`config.mk`:
```
export PLATFORM = sky130hd
export DESIGN_NAME = pipeline_hazard_ctrl_flat
export DESIGN_NICKNAME = d
export VERILOG_FILES = /design/src/rtl/pipeline_hazard_ctrl_if.sv /design/src/rtl/pipeline_hazard_ctrl.sv /design/src/flat_wrapper.sv
export SDC_FILE = /design/constraint.sdc
export NUM_CORES = 1
export LEC_CHECK = 0
export CAP_MARGIN = 25
export CORE_ASPECT_RATIO = 1.1
export CORE_MARGIN = 1.5
export CORE_UTILIZATION = 35
export DETAILED_ROUTE_END_ITERATION = 6
export HOLD_SLACK_MARGIN = 0.06
export PLACE_DENSITY = 0.9
export SETUP_SLACK_MARGIN = 0.02
export SYNTH_ARGS = -nofsm -noshare
export SYNTH_HDL_FRONTEND = slang
export SYNTH_SLANG_ARGS = --single-unit
```
`constraint.sdc`:
```
create_clock -name clk -period 3 [get_ports clk]
set_clock_uncertainty 0.15 [all_clocks]
set_input_delay 0.45 -clock clk [delete_from_list [all_inputs] [get_ports clk]]
set_output_delay 0.45 -clock clk [all_outputs]
set_load 0.02 [all_outputs]
```
`src/rtl/pipeline_hazard_ctrl_if.sv`:
```
// Control bundle between pipeline_hazard_ctrl (slave) and the pipeline datapath (master).
// Carries hazard inputs, data-memory handshake, PC mux and pipeline-register controls.
interface pipeline_hazard_ctrl_if #(
  parameter int ADDR_W = 32
);
  logic [ADDR_W-1:0] ID_rs1;
  logic [ADDR_W-1:0] ID_rs2;
  logic              ID_uses_rs1;
  logic              ID_uses_rs2;
  logic              EX_MemRead;
  logic [ADDR_W-1:0] EX_reg_write_addr;
  logic              MEM_Branch;
  logic              MEM_BranchFlip;
  logic              MEM_Jump;
  logic              MEM_zr;
  logic              MEM_MemRead;
  logic              MEM_MemWrite;
  logic [ADDR_W-1:0] MEM_branch_addr;
  logic [ADDR_W-1:0] MEM_jump_addr;
  logic              mem_ready;
  logic              mem_req;
  logic              pc_write;
  logic [1:0]        pc_sel;
  logic [ADDR_W-1:0] pc_target;
  logic              IFID_write;
  logic              IDEX_write;
  logic              EXMEM_write;
  logic              IFID_flush;
  logic              IDEX_flush;
  logic              EXMEM_flush;
  logic [15:0]       stall_cnt;
  logic [15:0]       flush_cnt;

  modport master (
    output ID_rs1, ID_rs2, ID_uses_rs1, ID_uses_rs2, EX_MemRead, EX_reg_write_addr,
    output MEM_Branch, MEM_BranchFlip, MEM_Jump, MEM_zr, MEM_MemRead, MEM_MemWrite,
    output MEM_branch_addr, MEM_jump_addr, mem_ready,
    input  mem_req, pc_write, pc_sel, pc_target, IFID_write, IDEX_write, EXMEM_write,
    input  IFID_flush, IDEX_flush, EXMEM_flush, stall_cnt, flush_cnt
  );

  modport slave (
    input  ID_rs1, ID_rs2, ID_uses_rs1, ID_uses_rs2, EX_MemRead, EX_reg_write_addr,
    input  MEM_Branch, MEM_BranchFlip, MEM_Jump, MEM_zr, MEM_MemRead, MEM_MemWrite,
    input  MEM_branch_addr, MEM_jump_addr, mem_ready,
    output mem_req, pc_write, pc_sel, pc_target, IFID_write, IDEX_write, EXMEM_write,
    output IFID_flush, IDEX_flush, EXMEM_flush, stall_cnt, flush_cnt
  );
endinterface

```
`src/rtl/pipeline_hazard_ctrl.sv`:
```
// Stall/flush/redirect sequencer for the 5-stage pipeline (priority: mem wait > redirect > load-use).
// Optional performance counters are enabled by defining HAZARD_PERF_EN.
module pipeline_hazard_ctrl #(
  parameter int ADDR_W          = 32,
  parameter int LU_STALL_CYCLES = 1
) (
  input logic                    clk,
  input logic                    rst,
  pipeline_hazard_ctrl_if.slave  bus
);
  typedef enum logic [1:0] {RUN, LU_STALL, MEM_WAIT, REDIRECT} state_t;

  state_t            state_r, next_s;
  logic [2:0]        cnt_r, cnt_next_s;
  logic [1:0]        pc_sel_r, pc_sel_next_s;
  logic [ADDR_W-1:0] pc_target_r, pc_target_next_s;

  logic taken_s, mem_access_s, mem_busy_s, lu_s;
  logic pc_write_s, ifid_write_s, idex_write_s, exmem_write_s;
  logic ifid_flush_s, idex_flush_s, exmem_flush_s, mem_req_s;
  logic [1:0]        pc_sel_s;
  logic [ADDR_W-1:0] pc_target_s;

  assign taken_s      = bus.MEM_Jump | (bus.MEM_Branch & (bus.MEM_zr ^ bus.MEM_BranchFlip));
  assign mem_access_s = bus.MEM_MemRead | bus.MEM_MemWrite;
  assign mem_busy_s   = mem_access_s & ~bus.mem_ready;
  assign lu_s = bus.EX_MemRead & (bus.EX_reg_write_addr != {ADDR_W{1'b0}}) &
                ((bus.ID_uses_rs1 & (bus.ID_rs1 == bus.EX_reg_write_addr)) |
                 (bus.ID_uses_rs2 & (bus.ID_rs2 == bus.EX_reg_write_addr)));

  // State, bubble counter and latched redirect target.
  always_ff @(posedge clk) begin
    if (rst) begin
      state_r     <= RUN;
      cnt_r       <= 3'd0;
      pc_sel_r    <= 2'd0;
      pc_target_r <= {ADDR_W{1'b0}};
    end else begin
      state_r     <= next_s;
      cnt_r       <= cnt_next_s;
      pc_sel_r    <= pc_sel_next_s;
      pc_target_r <= pc_target_next_s;
    end
  end

  // Next-state and pipeline control decode.
  always_comb begin
    next_s           = state_r;
    cnt_next_s       = cnt_r;
    pc_sel_next_s    = pc_sel_r;
    pc_target_next_s = pc_target_r;
    pc_write_s       = 1'b1;
    ifid_write_s     = 1'b1;
    idex_write_s     = 1'b1;
    exmem_write_s    = 1'b1;
    ifid_flush_s     = 1'b0;
    idex_flush_s     = 1'b0;
    exmem_flush_s    = 1'b0;
    mem_req_s        = mem_access_s;
    pc_sel_s         = 2'd0;
    pc_target_s      = {ADDR_W{1'b0}};
    if (rst) begin
      next_s           = RUN;
      cnt_next_s       = 3'd0;
      pc_sel_next_s    = 2'd0;
      pc_target_next_s = {ADDR_W{1'b0}};
      pc_write_s       = 1'b0;
      ifid_write_s     = 1'b0;
      idex_write_s     = 1'b0;
      exmem_write_s    = 1'b0;
      ifid_flush_s     = 1'b1;
      idex_flush_s     = 1'b1;
      exmem_flush_s    = 1'b1;
      mem_req_s        = 1'b0;
    end else begin
      case (state_r)
        REDIRECT: begin
          // Flushed stages may hold a stale memory access; it must not stall.
          pc_sel_s      = pc_sel_r;
          pc_target_s   = pc_target_r;
          ifid_flush_s  = 1'b1;
          idex_flush_s  = 1'b1;
          exmem_flush_s = 1'b1;
          next_s        = RUN;
        end
        RUN, LU_STALL, MEM_WAIT: begin
          if (mem_busy_s) begin
            pc_write_s    = 1'b0;
            ifid_write_s  = 1'b0;
            idex_write_s  = 1'b0;
            exmem_write_s = 1'b0;
            next_s        = MEM_WAIT;
          end else if (taken_s) begin
            pc_sel_next_s    = bus.MEM_Jump ? 2'd2 : 2'd1;
            pc_target_next_s = bus.MEM_Jump ? bus.MEM_jump_addr : bus.MEM_branch_addr;
            cnt_next_s       = 3'd0;
            next_s           = REDIRECT;
          end else if ((state_r == LU_STALL) || lu_s) begin
            pc_write_s   = 1'b0;
            ifid_write_s = 1'b0;
            idex_flush_s = 1'b1;
            if (state_r == LU_STALL) begin
              if (cnt_r <= 3'd1) begin
                cnt_next_s = 3'd0;
                next_s     = RUN;
              end else begin
                cnt_next_s = cnt_r - 3'd1;
                next_s     = LU_STALL;
              end
            end else if (LU_STALL_CYCLES > 1) begin
              cnt_next_s = 3'(LU_STALL_CYCLES - 1);
              next_s     = LU_STALL;
            end else begin
              next_s = RUN;
            end
          end else begin
            next_s = RUN;
          end
        end
        default: begin
          next_s     = RUN;
          cnt_next_s = 3'd0;
        end
      endcase
    end
  end

  assign bus.mem_req     = mem_req_s;
  assign bus.pc_write    = pc_write_s;
  assign bus.pc_sel      = pc_sel_s;
  assign bus.pc_target   = pc_target_s;
  assign bus.IFID_write  = ifid_write_s;
  assign bus.IDEX_write  = idex_write_s;
  assign bus.EXMEM_write = exmem_write_s;
  assign bus.IFID_flush  = ifid_flush_s;
  assign bus.IDEX_flush  = idex_flush_s;
  assign bus.EXMEM_flush = exmem_flush_s;

`ifdef HAZARD_PERF_EN
  logic [15:0] stall_cnt_r, flush_cnt_r;

  // Saturating stall and redirect counters.
  always_ff @(posedge clk) begin
    if (rst) begin
      stall_cnt_r <= 16'h0000;
      flush_cnt_r <= 16'h0000;
    end else begin
      if (!pc_write_s && (stall_cnt_r != 16'hFFFF)) begin
        stall_cnt_r <= stall_cnt_r + 16'd1;
      end
      if ((state_r == REDIRECT) && (flush_cnt_r != 16'hFFFF)) begin
        flush_cnt_r <= flush_cnt_r + 16'd1;
      end
    end
  end

  assign bus.stall_cnt = stall_cnt_r;
  assign bus.flush_cnt = flush_cnt_r;
`else
  assign bus.stall_cnt = 16'h0000;
  assign bus.flush_cnt = 16'h0000;
`endif
endmodule

```
`src/flat_wrapper.sv`:
```
// flat-port wrapper written by rule: the top's interface ports become plain ports
module pipeline_hazard_ctrl_flat 
#(
  parameter int ADDR_W          = 32,
  parameter int LU_STALL_CYCLES = 1
)
  (clk, rst, bus_ID_rs1, bus_ID_rs2, bus_ID_uses_rs1, bus_ID_uses_rs2, bus_EX_MemRead, bus_EX_reg_write_addr, bus_MEM_Branch, bus_MEM_BranchFlip, bus_MEM_Jump, bus_MEM_zr, bus_MEM_MemRead, bus_MEM_MemWrite, bus_MEM_branch_addr, bus_MEM_jump_addr, bus_mem_ready, bus_mem_req, bus_pc_write, bus_pc_sel, bus_pc_target, bus_IFID_write, bus_IDEX_write, bus_EXMEM_write, bus_IFID_flush, bus_IDEX_flush, bus_EXMEM_flush, bus_stall_cnt, bus_flush_cnt);
  pipeline_hazard_ctrl_if #(.ADDR_W(ADDR_W)) bus_i ();
  input logic clk;
  input logic rst;
  input wire logic [$bits(bus_i.ID_rs1)-1:0] bus_ID_rs1;
  input wire logic [$bits(bus_i.ID_rs2)-1:0] bus_ID_rs2;
  input wire logic [$bits(bus_i.ID_uses_rs1)-1:0] bus_ID_uses_rs1;
  input wire logic [$bits(bus_i.ID_uses_rs2)-1:0] bus_ID_uses_rs2;
  input wire logic [$bits(bus_i.EX_MemRead)-1:0] bus_EX_MemRead;
  input wire logic [$bits(bus_i.EX_reg_write_addr)-1:0] bus_EX_reg_write_addr;
  input wire logic [$bits(bus_i.MEM_Branch)-1:0] bus_MEM_Branch;
  input wire logic [$bits(bus_i.MEM_BranchFlip)-1:0] bus_MEM_BranchFlip;
  input wire logic [$bits(bus_i.MEM_Jump)-1:0] bus_MEM_Jump;
  input wire logic [$bits(bus_i.MEM_zr)-1:0] bus_MEM_zr;
  input wire logic [$bits(bus_i.MEM_MemRead)-1:0] bus_MEM_MemRead;
  input wire logic [$bits(bus_i.MEM_MemWrite)-1:0] bus_MEM_MemWrite;
  input wire logic [$bits(bus_i.MEM_branch_addr)-1:0] bus_MEM_branch_addr;
  input wire logic [$bits(bus_i.MEM_jump_addr)-1:0] bus_MEM_jump_addr;
  input wire logic [$bits(bus_i.mem_ready)-1:0] bus_mem_ready;
  output wire logic [$bits(bus_i.mem_req)-1:0] bus_mem_req;
  output wire logic [$bits(bus_i.pc_write)-1:0] bus_pc_write;
  output wire logic [$bits(bus_i.pc_sel)-1:0] bus_pc_sel;
  output wire logic [$bits(bus_i.pc_target)-1:0] bus_pc_target;
  output wire logic [$bits(bus_i.IFID_write)-1:0] bus_IFID_write;
  output wire logic [$bits(bus_i.IDEX_write)-1:0] bus_IDEX_write;
  output wire logic [$bits(bus_i.EXMEM_write)-1:0] bus_EXMEM_write;
  output wire logic [$bits(bus_i.IFID_flush)-1:0] bus_IFID_flush;
  output wire logic [$bits(bus_i.IDEX_flush)-1:0] bus_IDEX_flush;
  output wire logic [$bits(bus_i.EXMEM_flush)-1:0] bus_EXMEM_flush;
  output wire logic [$bits(bus_i.stall_cnt)-1:0] bus_stall_cnt;
  output wire logic [$bits(bus_i.flush_cnt)-1:0] bus_flush_cnt;
  assign bus_i.ID_rs1 = bus_ID_rs1;
  assign bus_i.ID_rs2 = bus_ID_rs2;
  assign bus_i.ID_uses_rs1 = bus_ID_uses_rs1;
  assign bus_i.ID_uses_rs2 = bus_ID_uses_rs2;
  assign bus_i.EX_MemRead = bus_EX_MemRead;
  assign bus_i.EX_reg_write_addr = bus_EX_reg_write_addr;
  assign bus_i.MEM_Branch = bus_MEM_Branch;
  assign bus_i.MEM_BranchFlip = bus_MEM_BranchFlip;
  assign bus_i.MEM_Jump = bus_MEM_Jump;
  assign bus_i.MEM_zr = bus_MEM_zr;
  assign bus_i.MEM_MemRead = bus_MEM_MemRead;
  assign bus_i.MEM_MemWrite = bus_MEM_MemWrite;
  assign bus_i.MEM_branch_addr = bus_MEM_branch_addr;
  assign bus_i.MEM_jump_addr = bus_MEM_jump_addr;
  assign bus_i.mem_ready = bus_mem_ready;
  assign bus_mem_req = bus_i.mem_req;
  assign bus_pc_write = bus_i.pc_write;
  assign bus_pc_sel = bus_i.pc_sel;
  assign bus_pc_target = bus_i.pc_target;
  assign bus_IFID_write = bus_i.IFID_write;
  assign bus_IDEX_write = bus_i.IDEX_write;
  assign bus_EXMEM_write = bus_i.EXMEM_write;
  assign bus_IFID_flush = bus_i.IFID_flush;
  assign bus_IDEX_flush = bus_i.IDEX_flush;
  assign bus_EXMEM_flush = bus_i.EXMEM_flush;
  assign bus_stall_cnt = bus_i.stall_cnt;
  assign bus_flush_cnt = bus_i.flush_cnt;
  pipeline_hazard_ctrl #(.ADDR_W(ADDR_W), .LU_STALL_CYCLES(LU_STALL_CYCLES)) u_core (.clk(clk), .rst(rst), .bus(bus_i));
endmodule
```
# [Word-level counts from Yosys, hierarchy flattened]
# Index checks and enable logic that the tools add are counted.
[totals] ff_bits=39 in_bits=172 output_inout_bits=74
[classes] n_addsub=1 magnitude_cmp=1 eq_ne=5 muxes=32 n_bitwise=12 reduce_logical=8
[op_table] operator="$mux 32" count=3
[op_table] operator="$eq 32x32->1" count=2
[op_table] operator="$reduce_bool 32->1" count=1
[op_table] operator="$mux 1" count=18
[op_table] operator="$mux 3" count=4
[op_table] operator="$mux 2" count=5
[op_table] operator="$and 1x1->1" count=6
[op_table] operator="$eq 2x2->1 const B" count=2
[op_table] operator="$pmux 2 s2" count=1
[op_table] operator="$reduce_and 4->1" count=1
[op_table] operator="$reduce_bool 2->1" count=2
[op_table] operator="$le 3x1->1 const B" count=1
[op_table] operator="$or 1x1->1" count=3
[op_table] operator="$reduce_and 3->1" count=1
[op_table] operator="$reduce_or 3->1" count=1
[op_table] operator="$sub 3x1->3 const B" count=1
[op_table] operator="$eq 2x1->1 const B" count=1
[op_table] operator="$logic_not 2->1" count=1
[op_table] operator="$not 1->1" count=2
[op_table] operator="$pmux 1 s2" count=1
[op_table] operator="$logic_or 1x1->1" count=1
[op_table] operator="$xor 1x1->1" count=1

# [Logic depth before layout (Yosys ltp)]
[depth] depth_word=10 ltp_mapped=7 mapped_depth_nobuf=6

# [Worst setup path before layout]
# Ideal clock, no wire load.
[synth_timing] path_type="in2out" from="input port bus_EX_reg_write_addr[9]" to="output port bus_pc_write" t_arrival_ns=1.916 setup_slack_ns=0.484 stages=7 cell_sequence="xnor2_1 nand4_1 nor4_1 nand4_1 o32a_1 o31a_1 buf_4"
[synth_between] elab_chain_len=10
[synth_lines] element="start, declared" line="flat_wrapper.sv:16" rtl="input wire logic [$bits(bus_i.EX_reg_write_addr)-1:0] bus_EX_reg_write_addr;"
[synth_lines] element="$eq 32x32->1 (on tied branches)" line="pipeline_hazard_ctrl.sv:28, pipeline_hazard_ctrl.sv:29"
[synth_lines] element="$and 1x1->1 (on tied branches)" line="pipeline_hazard_ctrl.sv:28, pipeline_hazard_ctrl.sv:29"
[synth_lines] element="$or 1x1->1" line="pipeline_hazard_ctrl.sv:28" rtl="((bus.ID_uses_rs1 & (bus.ID_rs1 == bus.EX_reg_write_addr)) |"
[synth_lines] element="$and 1x1->1 *" line="pipeline_hazard_ctrl.sv:27" rtl="assign lu_s = bus.EX_MemRead & (bus.EX_reg_write_addr != {ADDR_W{1'b0}}) &"
[synth_lines] element="$logic_or 1x1->1 *" line="pipeline_hazard_ctrl.sv:98" rtl="end else if ((state_r == LU_STALL) || lu_s) begin"
[synth_lines] element="$mux 1 * (5 in series)"
[synth_lines] element="end, declared" line="flat_wrapper.sv:27" rtl="output wire logic [$bits(bus_i.pc_write)-1:0] bus_pc_write;"
# Every way passes the cells marked *; elsewhere a longest branch is shown, timed or not.

# [Final worst setup path]
[layout_timing] from="input port bus_EX_reg_write_addr[21]" to="output port bus_pc_write"
[layout_between] elab_chain_len=10
[layout_lines] element="$eq 32x32->1 (on tied branches)" line="pipeline_hazard_ctrl.sv:28, pipeline_hazard_ctrl.sv:29"
[layout_lines] element="$and 1x1->1 (on tied branches)" line="pipeline_hazard_ctrl.sv:28, pipeline_hazard_ctrl.sv:29"
[layout_lines] element="$or 1x1->1" line="pipeline_hazard_ctrl.sv:28"
[layout_lines] element="$and 1x1->1 *" line="pipeline_hazard_ctrl.sv:27"
[layout_lines] element="$logic_or 1x1->1 *" line="pipeline_hazard_ctrl.sv:98"
[layout_lines] element="$mux 1 *" line="pipeline_hazard_ctrl.sv:98"
[layout_lines] element="$mux 1 *" line="pipeline_hazard_ctrl.sv:93" rtl="end else if (taken_s) begin"
[layout_lines] element="$mux 1 *" line="pipeline_hazard_ctrl.sv:87" rtl="if (mem_busy_s) begin"
[layout_lines] element="$mux 1 *" line="pipeline_hazard_ctrl.sv:76" rtl="case (state_r)"
[layout_lines] element="$mux 1 *" line="pipeline_hazard_ctrl.sv:62" rtl="if (rst) begin"
# Marks and branches as above.

==> results.tsv <==
stage	metric	value	unit
worst_setup_path	cp.buffers_inverters	2	
worst_setup_path	end_kind	output port	
floorplan	fp.dieH	102	µm
worst_setup_path	path_class	in -> out	
clocking	cts_setup_buffers	0	
clocking	cts_buffers	5	
global_route	grt.total_usage	23.8	%
drt	drtAntennaViolNets	0	
outcome	status	finished, violations left	
clocking	cts.clk_slew.worst_paths	0.08	ns
placed_design	dpl.hpwl	9.91	mm
outcome	violations	negative setup slack	
drt	wl	12.6	mm
global_route	antenna_found_initial	1	
power_and_ir_drop	irDropWorstVdd	0.267	mV
drt	drt_drc_violations_left	0	
global_route	overflow	0	
sta	finalMaxSlewViolations	0	
worst_setup_path	arrival	2.40	ns
placed_design	place_area	5400	µm²
worst_setup_path	cpPeakStageDelay	0.39	ns
cells_and_area	multi_input_area	2160	µm²
clocking	cts_buffer_depth	2	
synth	syn_area	3150	µm²
floorplan	ioPinCount	246	
worst_setup_path	crit_path_frequent_cell	nand4_1	
sta	period_needed	3.00	ns
power_and_ir_drop	power.density	293	nW/µm²
cells_and_area	final_layout_size_suffix_gt1_share	8.03	%
flow_run	maxCapViolCount	0	
sta	finalCritPeriodShare	100	%
clocking	root_buffer	clkbuf_8	
drt	routed_via_density	5.05	
cells_and_area	layout_commonest_cell	clkdlybuf4s50_1	
synth	synth_area_per_cell	7.13	µm²
global_route	grt_pass1_wl	17.7	mm
floorplan	initial_core_util	35.8	%
worst_setup_path	crit_family	compound AO/OA/AOI/OAI gates	
floorplan	die_x	93.4	µm
global_route	grt_max_degree	67	
clocking	clock-sinks	39	
synth	syn-instance-count	441	
floorplan	placementRows	36	
clocking	tritoncts	yes	
drt	wl_per_cell	16.3	µm
cells_and_area	fin_cells	774	
synth	synthDistinctLibCells	33	
worst_setup_path	cp_cell_sequence	dlygate4sd2_1 > xnor2_1 > nand4_1 > nor4_1 > nand4_1 > o32a_1 > o31a_1 > buf_6	
power_and_ir_drop	leakage	2.48	nW
cells_and_area	seq_area	781	µm²
cells_and_area	syn2layout_area_growth	77.8	%
sta	setup_slack	-0.00478	ns
placed_design	place.gp.congestion	0.841	
clocking	clock_latency	0.29	ns
drt	drt_iter0_drc	111	
synth	ys_seq_elements	39	
power_and_ir_drop	report.power.total	0.00164	W
floorplan	fp.dieArea	9570	µm²
worst_setup_path	critical_path.slowest_cell	o32a_1	
floorplan	core_region_area	8780	µm²
placed_design	dp_slack	-0.677	ns
placed_design	portBuffers	213	
clocking	cts_hold_buf	0	
synth	ys_seq_area_share	24.8	%
worst_setup_path	crit_path_start_kind	primary input	
cells_and_area	fin_area	5590	µm²
worst_hold_path	hold_class	reg -> reg	
drt	vias	3912	
synth	yosysWarningCount	0	
worst_setup_path	crit_fanout	3	
drt	dr.pass1.iters	4	
cells_and_area	layout_common_cells	clkdlybuf4s50_1, nand2_1, nor2_1	
cells_and_area	layout.nets	832	
cells_and_area	fillers	689	
sta	final-hold-violation-count	0	
cells_and_area	antenna_cells	0	
worst_setup_path	critPathRequiredTime	2.40	ns
sta	setup_viol	2	
placed_design	placed_cells	766	
clocking	cts_max_level	2	
global_route	grt_pass1_vias	3686	
sta	fmax	333	MHz
final timing paths:
kind                                                       from                                   to  slack [ns]  cells after the start
worst max-delay path                  bus_EX_reg_write_addr[21]                         bus_pc_write      -0.005                      8
worst min-delay path            u_core.pc_sel_r[0]$_SDFFE_PP0P_      u_core.pc_sel_r[0]$_SDFFE_PP0P_        0.35                      2
worst min register to register  u_core.pc_sel_r[0]$_SDFFE_PP0P_      u_core.pc_sel_r[0]$_SDFFE_PP0P_        0.35                      2
worst max register to register     u_core.state_r[0]$_SDFF_PP0_  u_core.pc_target_r[20]$_SDFFE_PP0P_        1.39                      5
synthesized netlist by cell type, drive strengths merged:
master,count,area [µm²]
a21oi,8,51.3
nand2b,1,6.26
a21o,1,7.51
buf,39,283
conb,1,3.75
a22oi,33,248
inv,9,33.8
o32a,1,10.0
and2,34,213
nand4,12,75.1
clkbuf,21,78.8
xnor2,37,324
dfxtp,39,781
and4,1,8.76
xor2,23,201
or4,2,15.0
ha,1,12.5
nor4,14,87.6
nor3,4,20.0
o31a,2,17.5
nor2,49,184
a222oi,1,10.0
o22ai,1,6.26
nand3,2,10.0
nand2,67,251
a2111oi,1,8.76
o21ai,35,179
o21ba,1,10.0
o221ai,1,8.76
area by class of cell:
cell class | instances | area share [%]
inverters | 9 | 0.604
clock buffers | 5 | 1.23
clock inverters | 3 | 0.783
well taps | 114 | 2.55
repair buffers | 240 | 42.2
multi-input cells | 364 | 38.6
flip-flops and latches | 39 | 14.0
stage by stage:
step / util [%] / hold slack, ns / TNS [ns]
final: 63.7 / 0.348 / -0.00921
after global routing: 63.7 / 0.393 / -0.178
after CTS: 62.4 / 0.350 / 0
after detailed placement: 61.5 / 0.327 / -2.01
after global placement: 61.5 / 0.312 / -1.98
after floorplan: - / 0.296 / 0
registers in the layout (all words and copies together) (netlist names):
signal	flops
u_core.pc_target_r	32
u_core.state_r	2
u_core.cnt_r	3
u_core.pc_sel_r	2
metal layers:
layer / GRT usage, % / vias to the layer above / share of wire [%]
li1: - / 1858 / -
met1: 24.9 / 1780 / 35
met2: 45.8 / 237 / 51
met3: 5.21 / 35 / 9.5
met4: 9.44 / 2 / 3.5
met5: 0 / - / 0.087
cell families (layout without fill, tap and decap cells):
kind of cell,after synthesis,after routing,share of synthesized area [%]
AOI/OAI and AO/OA,85,85,17.7
adders and majority gates,1,1,0.398
buffers and inverters,69,257,12.6
and+or+nand+nor,186,186,27.7
xor gates and xnor gates,60,60,16.7
other,1,32,0.119
DFF,39,39,24.8
where the power goes:
| group | internal [W] | total, W | switching, W |
|---|---|---|---|
| Combinational | 0.000331 | 0.000627 | 0.000295 |
| Sequential | 0.000555 | 0.000575 | 0.0000208 |
| Clock | 0.000248 | 0.000439 | 0.000191 |
| Total | 0.00113 | 0.00164 | 0.000507 |
tightest hold or removal path, delay by kind of cell (launching register included):
| family | cells | cell delay, ns |
|---|---|---|
| simple gates | 1 | 0.07 |
| flops | 1 | 0.33 |
| compound gates | 1 | 0.06 |
timing repair:
item	CTS	global route
setup endpoints to repair	3	2
pin swaps	19	20
gates resized for setup	58	34
endpoints found under the hold margin	0	0
(Power assumes the default switching activity.)
